$ cat src/rtl/seg_disp_pkg.sv
// Shared types and constants for the seven-segment display arbiter.
// Imported by the arbiter top and its round-robin picker.
package seg_disp_pkg;

  localparam int ID_W   = 2;
  localparam int DATA_W = 16;

  localparam logic [DATA_W-1:0] BLANK_WORD = 16'h0000;

  typedef enum logic [1:0] {
    IDLE   = 2'd0,
    ACTIVE = 2'd1,
    GAP    = 2'd2
  } state_t;

  function automatic logic [3:0] id_to_onehot(input logic [ID_W-1:0] id);
    return 4'b0001 << id;
  endfunction

endpackage

$ cat src/rtl/seg_rr_pick.sv
// Combinational round-robin picker: searches from last_owner+1 upward with wrap,
// ignoring any requester set in the exclude mask.
module seg_rr_pick
  import seg_disp_pkg::*;
(
  input  logic [3:0]      req,
  input  logic [ID_W-1:0] last_owner,
  input  logic [3:0]      exclude,
  output logic            found,
  output logic [ID_W-1:0] winner
);

  logic [3:0]      cand;
  logic [3:0]      rot_req;
  logic [ID_W-1:0] offset;

  assign cand = req & ~exclude;

  // rot_req[0] is the highest-priority candidate (last_owner+1), rot_req[3] the lowest.
  for (genvar gi = 0; gi < 4; gi++) begin : g_rot
    assign rot_req[gi] = cand[ID_W'(last_owner + ID_W'(gi + 1))];
  end

  always_comb begin
    offset = '0;
    for (int i = 3; i >= 0; i--) begin
      if (rot_req[i]) offset = ID_W'(i);
    end
  end

  assign found  = |rot_req;
  assign winner = last_owner + ID_W'(1) + offset;

endmodule

$ cat src/rtl/seg_display_arbiter.sv
// Round-robin owner of the 4-digit display with minimum dwell per owner and a
// one-cycle blank gap between owners so grants never overlap.
module seg_display_arbiter
  import seg_disp_pkg::*;
#(
  parameter int NUM_REQ     = 4,
  parameter int TICK_DIV    = 100000,
  parameter int DWELL_TICKS = 500
) (
  input  logic                      clock_in,
  input  logic                      reset,
  input  logic [NUM_REQ-1:0]        req,
  input  logic [NUM_REQ*DATA_W-1:0] req_data,
  output logic [NUM_REQ-1:0]        grant,
  output logic [ID_W-1:0]           owner_id,
  output logic [DATA_W-1:0]         data_out,
  output logic                      display_en
);

  localparam int TICK_W  = (TICK_DIV > 2) ? $clog2(TICK_DIV) : 1;
  localparam int DWELL_W = $clog2(DWELL_TICKS + 1);

  localparam logic [TICK_W-1:0]  TICK_LAST = TICK_W'(TICK_DIV - 1);
  localparam logic [DWELL_W-1:0] DWELL_MAX = DWELL_W'(DWELL_TICKS);
  localparam logic [DWELL_W-1:0] DWELL_PRE = DWELL_W'(DWELL_TICKS - 1);

  state_t              state_reg, state_next;
  logic [ID_W-1:0]     owner_reg, owner_next;
  logic [ID_W-1:0]     last_owner_reg, last_owner_next;
  logic [TICK_W-1:0]   tick_cnt_reg, tick_cnt_next;
  logic [DWELL_W-1:0]  dwell_cnt_reg, dwell_cnt_next;
  logic [NUM_REQ-1:0]  grant_reg, grant_next;
  logic [DATA_W-1:0]   data_reg, data_next;
  logic                en_reg, en_next;

  logic [DATA_W-1:0]   slice_word [NUM_REQ];
  logic                tick_now;
  logic                expired;
  logic [ID_W-1:0]     pick_last;
  logic [3:0]          pick_excl;
  logic                pick_found;
  logic [ID_W-1:0]     pick_winner;

  for (genvar gi = 0; gi < NUM_REQ; gi++) begin : g_slice
    assign slice_word[gi] = req_data[gi*DATA_W +: DATA_W];
  end

  // While ACTIVE the picker answers "is anyone other than the owner waiting";
  // otherwise it performs the real round-robin selection.
  assign pick_last = (state_reg == ACTIVE) ? owner_reg : last_owner_reg;
  assign pick_excl = (state_reg == ACTIVE) ? id_to_onehot(owner_reg) : 4'b0000;

  seg_rr_pick u_pick (
    .req        (req),
    .last_owner (pick_last),
    .exclude    (pick_excl),
    .found      (pick_found),
    .winner     (pick_winner)
  );

  // Expiry includes the tick landing on this edge, so ownership lasts exactly
  // DWELL_TICKS*TICK_DIV cycles before a waiting requester takes over.
  assign tick_now = (tick_cnt_reg == TICK_LAST);
  assign expired  = (dwell_cnt_reg == DWELL_MAX) ||
                    (tick_now && (dwell_cnt_reg == DWELL_PRE));

  always_comb begin
    state_next      = state_reg;
    owner_next      = owner_reg;
    last_owner_next = last_owner_reg;
    tick_cnt_next   = '0;
    dwell_cnt_next  = '0;
    grant_next      = '0;
    data_next       = BLANK_WORD;
    en_next         = 1'b0;

    case (state_reg)
      IDLE, GAP: begin
        if (pick_found) begin
          state_next = ACTIVE;
          owner_next = pick_winner;
          grant_next = id_to_onehot(pick_winner);
          data_next  = slice_word[pick_winner];
          en_next    = 1'b1;
        end else begin
          state_next = IDLE;
        end
      end

      ACTIVE: begin
        if (!req[owner_reg] || (expired && pick_found)) begin
          state_next      = GAP;
          last_owner_next = owner_reg;
        end else begin
          grant_next     = id_to_onehot(owner_reg);
          data_next      = slice_word[owner_reg];
          en_next        = 1'b1;
          tick_cnt_next  = tick_now ? '0 : tick_cnt_reg + 1'b1;
          dwell_cnt_next = (tick_now && dwell_cnt_reg != DWELL_MAX) ?
                           dwell_cnt_reg + 1'b1 : dwell_cnt_reg;
        end
      end

      default: state_next = IDLE;
    endcase
  end

  always_ff @(posedge clock_in or negedge reset) begin
    if (!reset) begin
      state_reg      <= IDLE;
      owner_reg      <= '0;
      last_owner_reg <= ID_W'(3);
      tick_cnt_reg   <= '0;
      dwell_cnt_reg  <= '0;
      grant_reg      <= '0;
      data_reg       <= BLANK_WORD;
      en_reg         <= 1'b0;
    end else begin
      state_reg      <= state_next;
      owner_reg      <= owner_next;
      last_owner_reg <= last_owner_next;
      tick_cnt_reg   <= tick_cnt_next;
      dwell_cnt_reg  <= dwell_cnt_next;
      grant_reg      <= grant_next;
      data_reg       <= data_next;
      en_reg         <= en_next;
    end
  end

  assign grant      = grant_reg;
  assign owner_id   = owner_reg;
  assign data_out   = data_reg;
  assign display_en = en_reg;

endmodule

$ cat config.mk
export PLATFORM = sky130hd
export DESIGN_NAME = seg_display_arbiter
export DESIGN_NICKNAME = d
export VERILOG_FILES = /design/src/rtl/seg_disp_pkg.sv /design/src/rtl/seg_rr_pick.sv /design/src/rtl/seg_display_arbiter.sv
export SDC_FILE = /design/constraint.sdc
export NUM_CORES = 1
export LEC_CHECK = 0
export ABC_CLOCK_PERIOD_IN_PS = 3300
export CORE_ASPECT_RATIO = 1.2
export CORE_UTILIZATION = 25
export DETAILED_ROUTE_END_ITERATION = 16
export PLACE_DENSITY_LB_ADDON = 0.25
export SLEW_MARGIN = 20
export SYNTH_ARGS = -nofsm -noshare
export SYNTH_HDL_FRONTEND = slang
export SYNTH_SLANG_ARGS = --single-unit
$ cat constraint.sdc
create_clock -name clock_in -period 3.3 [get_ports clock_in]
set_clock_uncertainty 0.05 [all_clocks]
set_input_delay 0.66 -clock clock_in [delete_from_list [all_inputs] [get_ports clock_in]]
set_output_delay 0.66 -clock clock_in [all_outputs]
set_load 0.05 [all_outputs]
==> parameters.txt <==
Parameter                              Value

STA
  Setup violations, final ... 0
  Worst Max-Slew Pin Slew ... 709 ps
  Worst hold margin ... 353 ps
  Highest Clock Rate ... 329 MHz
  Portion of the clock cycle consumed by the worst path in the final layout ... 92.1%
  Hold Fails Final Rpt ... 0
  Setup repair after global routing missed its margin ... false
  Worst-case setup margin in the final layout ... 259 ps
  Minimum clock period ... 3040 ps
  Max-slew violation count ... 0
  Worst slew slack as a fraction of its limit ... 52.7%

Floorplan
  Horizontal extent of the die ... 116 um
  Area inside the core boundary ... 15100 um^2
  Area enclosed by the die boundary ... 16100 um^2
  IO Count ... 93
  Initial Util ... 25.8%
  Die height ... 139 um
  Num rows ... 49

Power and ir drop
  Power density over the cells ... 1290 nW/um^2
  Leakage dissipation ... 2.00 nW
  Net switching component of the power ... 0.00314 W
  Internal Dissipation ... 0.00370 W
  IR drop worst, VDD ... 0.743 mV
  Sequential share of power ... 14.6%
  Sw frac ... 45.9%
  Part of the total power dissipated in the clock network ... 8.2%
  Combinational power share ... 77.1%

Yosys
  Synthesis Warnings ... 0
  Synthesized instance count ... 363
  Average footprint of a synthesized cell ... 10.7 um^2
  Portion of the post-synthesis area used by sequential elements ... 34.1%
  Fraction of registers with async set/reset ... 100%
  Number of enable flip-flop cells after synthesis ... 0
  Netlist area before placement ... 3900 um^2
  Count of unique library cells instantiated by Yosys ... 67
  Library cell occupying the most area in the post-synthesis netlist ... sky130_fd_sc_hd__dfrtp_1
  Commonest cells in the netlist ... sky130_fd_sc_hd__dfrtp_1 (51), sky130_fd_sc_hd__nand2_1 (35), sky130_fd_sc_hd__mux2_2 (34)
  Number of storage elements in the synthesis netlist ... 53
  Post-synth top flop ... sky130_fd_sc_hd__dfrtp_1
  Total nets after synthesis ... 437
  Synth top area cells ... sky130_fd_sc_hd__dfrtp_1 (33%), sky130_fd_sc_hd__mux2_2 (9.8%), sky130_fd_sc_hd__mux4_2 (5.8%)
  Cell with the most instances after synthesis ... sky130_fd_sc_hd__dfrtp_1
  Share of the synthesized area in the top cell type ... 32.8%

Finish
  Layout Nets ... 538
  Layout overhead on the synthesized area ... 35.9%
  Number of inserted filler cells in the final layout ... 1577
  Ratio of cells with drive above 1 in the final layout ... 25.4%
  Diodes inserted ... 0
  Largest register FFs ... 17
  Final core occ ... 35.1%

Global routing
  Global-route wire length before repair ... 17700 um
  Maximum number of pins on one net before global-route repair ... 33
  Sum of overflow across all layers after global routing ... 0
  Via count of the first global-routing pass ... 3542
  Antenna violations before repair ... 0
  Total global-route track usage ... 13.9%

Route
  Post-route antenna net violation count ... 0
  Remaining DRCs ... 0
  Count of vias placed by the detailed router ... 3260
  Total wirelength of the detailed-routed design ... 10600 um
  Post-detailed-route via-to-cell ratio ... 4.87
  Initial detailed-routing violation count ... 128
  Number of iterations in the first detailed-routing pass ... 4
  Mean routed wirelength per cell ... 15.9 um

Placed design
  Final Wtd Congestion ... 0.783
  Worst setup timing slack at the placement stage ... -52.2 ps
  Post-DP HPWL ... 7820 um
  Count of buffers inserted at the top-level ports ... 92

Clock network
  CTS tree ... yes
  Number of CTS-inserted buffers ... 5
  # H-tree levels ... 2
  Clock sink count ... 53
  Clock insertion delay at the later pin of the skew report ... 300 ps
  Post CTS Setup Buffer Count ... 0
  Quantity of gates resized following cts ... 0
  CTS hold repair buffers ... 0
  Worst-path clk slew ... 80 ps
  CTS Buffer Depth ... 2
  Root buffer selected by CTS ... sky130_fd_sc_hd__clkbuf_16

Setup path
  Worst reg-to-reg setup slack ... 260 ps
  Worst setup path class ... flop to flop
  Reg2reg end ... data_out[5]
  Critical register-to-register path startpoint ... state_reg[1]
  Worst Path Max Fanout ... 11
  Crit path required time ... 3430 ps
  Cell depth of the worst flop-to-flop path ... 11
  Critical path launch point type ... flop
  Type of element capturing the critical path ... flop
  Endpoint arrival time on the critical path ... 3170 ps

Min path
  Class of the tightest hold or removal check ... input port to async pin

Job
  Max-capacitance violation count ... 0

Outcome
  Status ... finished clean
==> cell families after synthesis <==
family / Yosys count / synth area share [%]
compound gates: 82 / 16.7
xor+xnor: 24 / 5.59
fa+ha+maj: 4 / 1.28
buf+inv: 26 / 4.98
flops: 53 / 34.1
mux: 56 / 21.8
simple gates: 118 / 15.5
==> power by group through the flow <==
stage | Clock [W] | Sequential, W | Combinational [W]
after global placement | 0 | 0.00102 | 0.00522
after floorplan | 0 | 0.00142 | 0.00345
after CTS | 0.000585 | 0.00101 | 0.00533
after detailed placement | 0 | 0.00101 | 0.00530
final | 0.000562 | 0.00100 | 0.00528
after global routing | 0.000602 | 0.00103 | 0.00570
==> placed cells by master, fill, tap and decap left out, types with 3 or more instances in the layout <==
master                            instances
sky130_fd_sc_hd__ha_1                     4
sky130_fd_sc_hd__nand3_1                 11
sky130_fd_sc_hd__nand4_1                  6
sky130_fd_sc_hd__mux4_2                  10
sky130_fd_sc_hd__inv_1                    3
sky130_fd_sc_hd__nand2b_1                 3
sky130_fd_sc_hd__mux4_4                   5
sky130_fd_sc_hd__a22oi_1                 15
sky130_fd_sc_hd__clkdlybuf4s50_1         91
sky130_fd_sc_hd__o22ai_1                  4
sky130_fd_sc_hd__o21ai_1                 17
sky130_fd_sc_hd__xor2_1                  15
sky130_fd_sc_hd__and2_1                   3
sky130_fd_sc_hd__clkbuf_16                5
sky130_fd_sc_hd__dfrtp_1                 49
sky130_fd_sc_hd__a211oi_1                 6
sky130_fd_sc_hd__and4_1                   4
sky130_fd_sc_hd__or3_1                    3
sky130_fd_sc_hd__a211oi_2                11
sky130_fd_sc_hd__nor2_1                  27
sky130_fd_sc_hd__mux2i_1                  3
sky130_fd_sc_hd__buf_12                   5
sky130_fd_sc_hd__xnor2_1                  8
sky130_fd_sc_hd__a21oi_1                  5
sky130_fd_sc_hd__nor3_1                   4
sky130_fd_sc_hd__buf_4                   20
sky130_fd_sc_hd__o21ai_0                  5
sky130_fd_sc_hd__mux2_2                  34
sky130_fd_sc_hd__nand2_1                 35
sky130_fd_sc_hd__and3_1                   6
==> cell type report <==
| class | instances | area, um^2 | share of cell area [%] |
|---|---|---|---|
| Inverter | 3 | 11.3 | 0.213 |
| Timing Repair Buffer | 117 | 1170 | 22.0 |
| Clock inverter | 3 | 28.8 | 0.544 |
| Multi-Input combinational cell | 284 | 2380 | 44.9 |
| Sequential cell | 53 | 1330 | 25.1 |
| Clock buffer | 5 | 125 | 2.36 |
| Tap cell | 204 | 255 | 4.82 |
==> critical path, cell delays in order, from the launching register on <==
cell and delay (ps):
sky130_fd_sc_hd__dfrtp_1 390, sky130_fd_sc_hd__nand2b_1 210, sky130_fd_sc_hd__buf_4 200, sky130_fd_sc_hd__o21ai_1 310
sky130_fd_sc_hd__o22ai_1 140, sky130_fd_sc_hd__a211oi_1 250, sky130_fd_sc_hd__a21oi_1 60, sky130_fd_sc_hd__ha_1 370
sky130_fd_sc_hd__buf_4 230, sky130_fd_sc_hd__mux2_2 370, sky130_fd_sc_hd__a211oi_2 220, sky130_fd_sc_hd__o21ai_1 90
==> layer usage <==
metal | global-route usage, % | wire length (um) | up-vias
met5 | 0 | 0 | -
met4 | 3.31 | 82 | 0
met3 | 3.93 | 653 | 7
met2 | 24.3 | 5440 | 95
met1 | 16.5 | 4450 | 1595
li1 | - | - | 1563
==> worst max path at each step <==
stage / slack [ps] / from / end / cells past startpoint
2_1_floorplan: 0.6 / owner_id[0] / data_out[0] / 12
3_3_place_gp: -20 / req[0] / data_out[7] / 11
3_5_place_dp: -50 / req[0] / data_out[13] / 11
4_1_cts: 210 / state_reg[1] / data_out[5] / 11
5_1_grt: 60 / state_reg[1] / data_out[8] / 11
6_report: 260 / state_reg[1] / data_out[5] / 11
==> stage by stage <==
step                setup TNS (ps)  area (um^2)  power (W)  cells
finish                           0         5290    0.00684    669
global route                     0         5290    0.00733    669
CTS                              0         5290    0.00692    669
detailed placement            -220         5140    0.00632    661
global placement             -47.3         5140    0.00624    661
floorplan                        0         3900    0.00487    363
No activity file was read; power rests on OpenSTA's default activity.
